<file path="src/rtl/nec_ir_tx.sv">
// nec_ir_tx: NEC infrared frame encoder producing a pulse-distance envelope
// and an optionally carrier-modulated LED drive.
module nec_ir_tx #(
   parameter int UNIT_CYCLES  = 28125,
   parameter int CARRIER_HALF = 658,
   parameter int GAP_UNITS    = 16,
   parameter bit CARRIER_EN   = 1'b1
) (
   input  logic       clk_50,
   input  logic       reset,
   input  logic       tx_valid,
   output logic       tx_ready,
   input  logic [7:0] tx_addr,
   input  logic [7:0] tx_cmd,
   input  logic       tx_repeat,
   output logic       ir_envelope,
   output logic       ir_tx,
   output logic       busy,
   output logic       frame_done
);
   localparam int CW = $clog2(UNIT_CYCLES);
   localparam int HW = $clog2(CARRIER_HALF + 1);

   typedef enum logic [2:0] {
      IDLE,
      LEADER_MARK,
      LEADER_SPACE,
      BIT_MARK,
      BIT_SPACE,
      STOP_MARK,
      GAP
   } state_t;

   state_t        state_q, state_d;
   logic [CW-1:0] cyc_q;
   logic [15:0]   units_q, units_d;
   logic [HW-1:0] car_cnt_q;
   logic [31:0]   shift_q;
   logic [4:0]    idx_q;
   logic          rpt_q, car_q, env_q, ready_q, busy_q, done_q;
   logic          mark_d, advance;

   // units_q holds remaining whole units minus one; a state ends when both counters hit zero
   assign advance = state_q == IDLE ? tx_valid && ready_q : cyc_q == '0 && units_q == '0;

   always_comb begin
      state_d = IDLE;
      units_d = '0;
      case (state_q)
         IDLE: begin
            state_d = LEADER_MARK;
            units_d = 16'd15;
         end
         LEADER_MARK: begin
            state_d = LEADER_SPACE;
            units_d = rpt_q ? 16'd3 : 16'd7;
         end
         LEADER_SPACE: state_d = rpt_q ? STOP_MARK : BIT_MARK;
         BIT_MARK: begin
            state_d = BIT_SPACE;
            units_d = shift_q[0] ? 16'd2 : 16'd0;
         end
         BIT_SPACE: state_d = idx_q == 5'd31 ? STOP_MARK : BIT_MARK;
         STOP_MARK: begin
            state_d = GAP;
            units_d = 16'(GAP_UNITS - 1);
         end
         default: state_d = IDLE;
      endcase
   end

   assign mark_d = state_d inside {LEADER_MARK, BIT_MARK, STOP_MARK};

   always_ff @(posedge clk_50) begin
      if (reset) begin
         state_q   <= IDLE;
         cyc_q     <= '0;
         units_q   <= '0;
         car_cnt_q <= '0;
         shift_q   <= '0;
         idx_q     <= '0;
         rpt_q     <= 1'b0;
         car_q     <= 1'b0;
         env_q     <= 1'b0;
         ready_q   <= 1'b1;
         busy_q    <= 1'b0;
         done_q    <= 1'b0;
      end else begin
         done_q <= 1'b0;
         if (advance) begin
            state_q   <= state_d;
            units_q   <= units_d;
            cyc_q     <= CW'(UNIT_CYCLES - 1);
            car_cnt_q <= HW'(CARRIER_HALF - 1);
            car_q     <= mark_d;
            env_q     <= mark_d;
            ready_q   <= state_d == IDLE;
            busy_q    <= state_d != IDLE;
            done_q    <= state_d == GAP;
            if (state_q == IDLE) begin
               shift_q <= {~tx_cmd, tx_cmd, ~tx_addr, tx_addr};
               rpt_q   <= tx_repeat;
               idx_q   <= '0;
            end
            if (state_q == BIT_SPACE) begin
               shift_q <= shift_q >> 1;
               idx_q   <= idx_q + 5'd1;
            end
         end else if (state_q != IDLE) begin
            cyc_q     <= cyc_q == '0 ? CW'(UNIT_CYCLES - 1) : cyc_q - 1'b1;
            units_q   <= cyc_q == '0 ? units_q - 16'd1 : units_q;
            car_cnt_q <= car_cnt_q == '0 ? HW'(CARRIER_HALF - 1) : car_cnt_q - 1'b1;
            car_q     <= car_cnt_q == '0 ? env_q & ~car_q : car_q;
         end
      end
   end

   assign tx_ready    = ready_q;
   assign busy        = busy_q;
   assign frame_done  = done_q;
   assign ir_envelope = env_q;
   assign ir_tx       = CARRIER_EN ? car_q : env_q;
endmodule

</file>
<file path="config.mk">
export PLATFORM = sky130hd
export DESIGN_NAME = nec_ir_tx
export DESIGN_NICKNAME = d
export VERILOG_FILES = /design/src/rtl/nec_ir_tx.sv
export SDC_FILE = /design/constraint.sdc
export NUM_CORES = 1
export LEC_CHECK = 0
export CORE_ASPECT_RATIO = 1.75
export CORE_MARGIN = 10
export CORE_UTILIZATION = 55
export CTS_CLUSTER_DIAMETER = 200
export DETAILED_ROUTE_END_ITERATION = 10
export PLACE_DENSITY = 0.75
export SYNTH_ARGS = -nofsm -noshare
export SYNTH_HDL_FRONTEND = slang
export SYNTH_SLANG_ARGS = --single-unit
</file>
<file path="constraint.sdc">
create_clock -name clk_50 -period 3.16 [get_ports clk_50]
set_input_delay 0.474 -clock clk_50 [delete_from_list [all_inputs] [get_ports clk_50]]
set_output_delay 0.474 -clock clk_50 [all_outputs]
set_load 0.01 [all_outputs]
</file>
==> results_dict.tcl <==
set metrics [dict create \
    comb_power_share_pct 48.9 \
    slew_headroom_pct 46.79 \
    synth-seq-area-share_pct 39.32 \
    grt_pass1_vias 4010 \
    p_leak_nw 1.776 \
    cts_buffers 9 \
    crit_arrival_ps 2750 \
    finalHoldViolCount 0 \
    drive_gt1_share_pct 9.074 \
    final_nets 560 \
    place_hpwl_um 7409 \
    place_ws_ps 624.3 \
    rows 43 \
    whs_ps 461.6 \
    synth_xor_area_share_pct 2.175 \
    total_power_mw 5.754 \
    fillers 668 \
    n_antenna_cell 0 \
    fin_util_pct 63.99 \
    vdd_ir_drop_max_mv 0.7041 \
    synthFlopType "dfxtp_1" \
    cts_tree "done" \
    layout.cells.non_filler 630 \
    clock_latency_ps 340 \
    p_switching_mw 2.476 \
    wirelength_um 10780 \
    ant_nets 0 \
    tritoncts_num_sinks 87 \
    rrSetupSlack_ps 670 \
    ys_warn_count 0 \
    rsz0062_at_grt "false" \
    powerDensity_mw_per_mm2 1137 \
    status "finished, final reports clean" \
    avgSynthCellArea_sq_um 8.453 \
    cp_slowest_cell "a21oi_4" \
    hold_depth 2 \
    synth_adder_area_share_pct 1.412 \
    postLayoutCellArea_sq_mm 0.005061 \
    overflow 0 \
    wl_met1_um 4548 \
    pwr-share-clk_pct 20.1 \
    syn_area_sq_mm 0.004429 \
    topRoutingLayerUsed "met4" \
    grt_max_degree 48 \
    synth_simple_gate_area_share_pct 24.77 \
    swShare_pct 43.02 \
    share_seq_of_total_power_pct 31.0 \
    critPathMaxStageDelay_ps 610 \
    async_flop_share_pct 0 \
    groute.usage.overall_pct 17.84 \
    dpl-instance-area_sq_mm 0.004736 \
    num_vias 4065 \
    startpoint_type "flip-flop" \
    drt-initial-drc-count 256 \
    slew_violations 0 \
    cp_top_family "compound AO/OA/AOI/OAI gates" \
    cts_setup_buffers 0 \
    synth_edf_count 0 \
    die_w_um 87.84 \
    p_int_mw 3.279 \
    tns_ps 0 \
    drv_cap 0 \
    cts.clk_slew.worst_paths_ps 60 \
    routedWlPerCell_um 17.11 \
    synthMuxAreaShare_pct 3.616 \
    drt_pass1_iterations 5 \
    root_buffer "clkbuf_16" \
    dieArea_sq_mm 0.01218 \
    fin_crit_sh_pct 78.81 \
    io_buffers 24 \
    crit_type "reg2reg" \
    synth_compound_area_share_pct 23.73 \
    cts_max_path_buffers 2 \
    crit_chain "inv_1 -> ha_1 -> nor3b_1 -> buf_4 -> and2_1 -> a21oi_4 -> nor3_4 -> buf_12 -> a211oi_1" \
    tightest_slew_ps 790.9 \
    setup.worst_path.end_class "flip-flop" \
    ys_ff_latch 87 \
    r2r_cells 9 \
    postCtsHoldBufs 0 \
    synth_top_family_by_area "simple AND/OR/NAND/NOR gates" \
    critPathMaxFanout 29 \
    synth_cell_type_count 64 \
    antenna_found_initial 0 \
    required_ps 3420 \
    start_util_pct 56.00 \
    coreArea_sq_mm 0.007909 \
    wl_met3_um 380 \
    wl_met2_um 5580 \
    dp_cells 614 \
    setup_violations 0 \
    cp_num_cells 9 \
    htreeDepth 3 \
    cts_resized 0 \
    max_freq_ghz 0.4015 \
    via_per_inst 6.452 \
    area_growth_pct 14.27 \
    place_congestion 0.8757 \
    final_cell_mix "dfxtp_1, nand2_1, a21oi_1, nor2_1" \
    finalCriticalPeriod_ps 2491 \
    worst_slack_ps 669.5 \
    critPathBufInv 3 \
    drc_errors 0 \
    ios 25 \
    syn_nets 549 \
    fin_skew_ps 6.387 \
    min_path_type "reg2reg" \
    grt_pass1_wl_um 18060 \
    synthCells 524 \
    final_common_cell "dfxtp_1" \
    die_y_um 138.7 \
]
==> tightest hold or removal path, stage by stage (launching register included) <==
cell,delay [ps]
dfxtp_1,310
nand2_1,50
mux2i_1,50
==> cell usage after synthesis, types with 2 or more instances <==
cell,number,area [sq um]
buf_4,2,15.01
a21boi_1,2,15.01
nor3_1,11,55.05
or4b_1,2,20.02
mux2i_1,16,160.2
buf_2,8,40.04
ha_1,5,62.56
a21oi_1,40,200.2
nand2_1,62,232.7
nor2b_1,4,25.02
dfxtp_1,87,1742
or3_1,6,37.54
nand3_1,25,125.1
o41ai_1,4,35.03
or3_2,2,15.01
nor4_4,3,63.81
o31ai_1,14,105.1
nor3b_1,3,22.52
o32ai_1,2,17.52
xnor2_1,5,43.79
nor3_2,2,20.02
a211oi_1,5,37.54
xor2_1,6,52.55
a31oi_1,25,156.4
or4_1,15,112.6
a311oi_1,17,148.9
and3_1,3,18.77
nand4_1,4,25.02
o311ai_0,2,17.52
o211ai_1,15,112.6
clkbuf_1,27,101.4
buf_6,2,22.52
inv_1,10,37.54
nand2b_1,7,43.79
nor2_1,29,108.9
nor4_1,8,50.05
o21ai_0,17,85.08
==> kinds of logic after synthesis <==
group                      Yosys count
AOI/OAI and AO/OA                  156
xor gates and xnor gates            11
adders and majority gates            5
buffers and inverters               50
DFF                                 87
muxes                               16
and+or+nand+nor                    199
==> flip-flops by register name, summed over array words and instances, names as in the netlist <==
register     count
shift_q         32
idx_q            5
units_q         16
frame_done       1
car_cnt_q       10
tx_ready         1
ir_envelope      1
state_q          3
cyc_q           15
busy             1
ir_tx            1
rpt_q            1
==> layout make-up <==
| cell class | instances | area [sq um] | area share (%) |
|---|---|---|---|
| tap | 90 | 112.6 | 2.225 |
| clock buffer | 13 | 260.3 | 5.142 |
| multi-input combinational | 387 | 2480 | 49.00 |
| clock inverter | 3 | 65.06 | 1.286 |
| timing repair buffer | 39 | 360.3 | 7.120 |
| inverter | 11 | 41.29 | 0.8158 |
| sequential | 87 | 1742 | 34.41 |
==> power groups by stage <==
| stage | registers (mW) | clock network, mW | logic, mW |
|---|---|---|---|
| floorplan | 1.70 | 0 | 2.18 |
| global placement | 1.78 | 0 | 2.72 |
| detailed placement | 1.79 | 0 | 2.80 |
| CTS | 1.77 | 1.16 | 2.82 |
| global route | 1.83 | 1.20 | 3.14 |
| finish | 1.79 | 1.16 | 2.81 |
==> final timing paths <==
path          startpoint     endpoint
max             cyc_q[0]  shift_q[31]
min          shift_q[28]  shift_q[28]
min reg2reg  shift_q[28]  shift_q[28]
max reg2reg     cyc_q[0]  shift_q[31]
==> layer usage <==
layer	GRT usage, %	vias to the layer above
li1	-	2001
met1	20.28	1951
met2	29.85	88
met3	3.765	25
met4	9.191	0
met5	0	-
(Power assumes the default switching activity.)
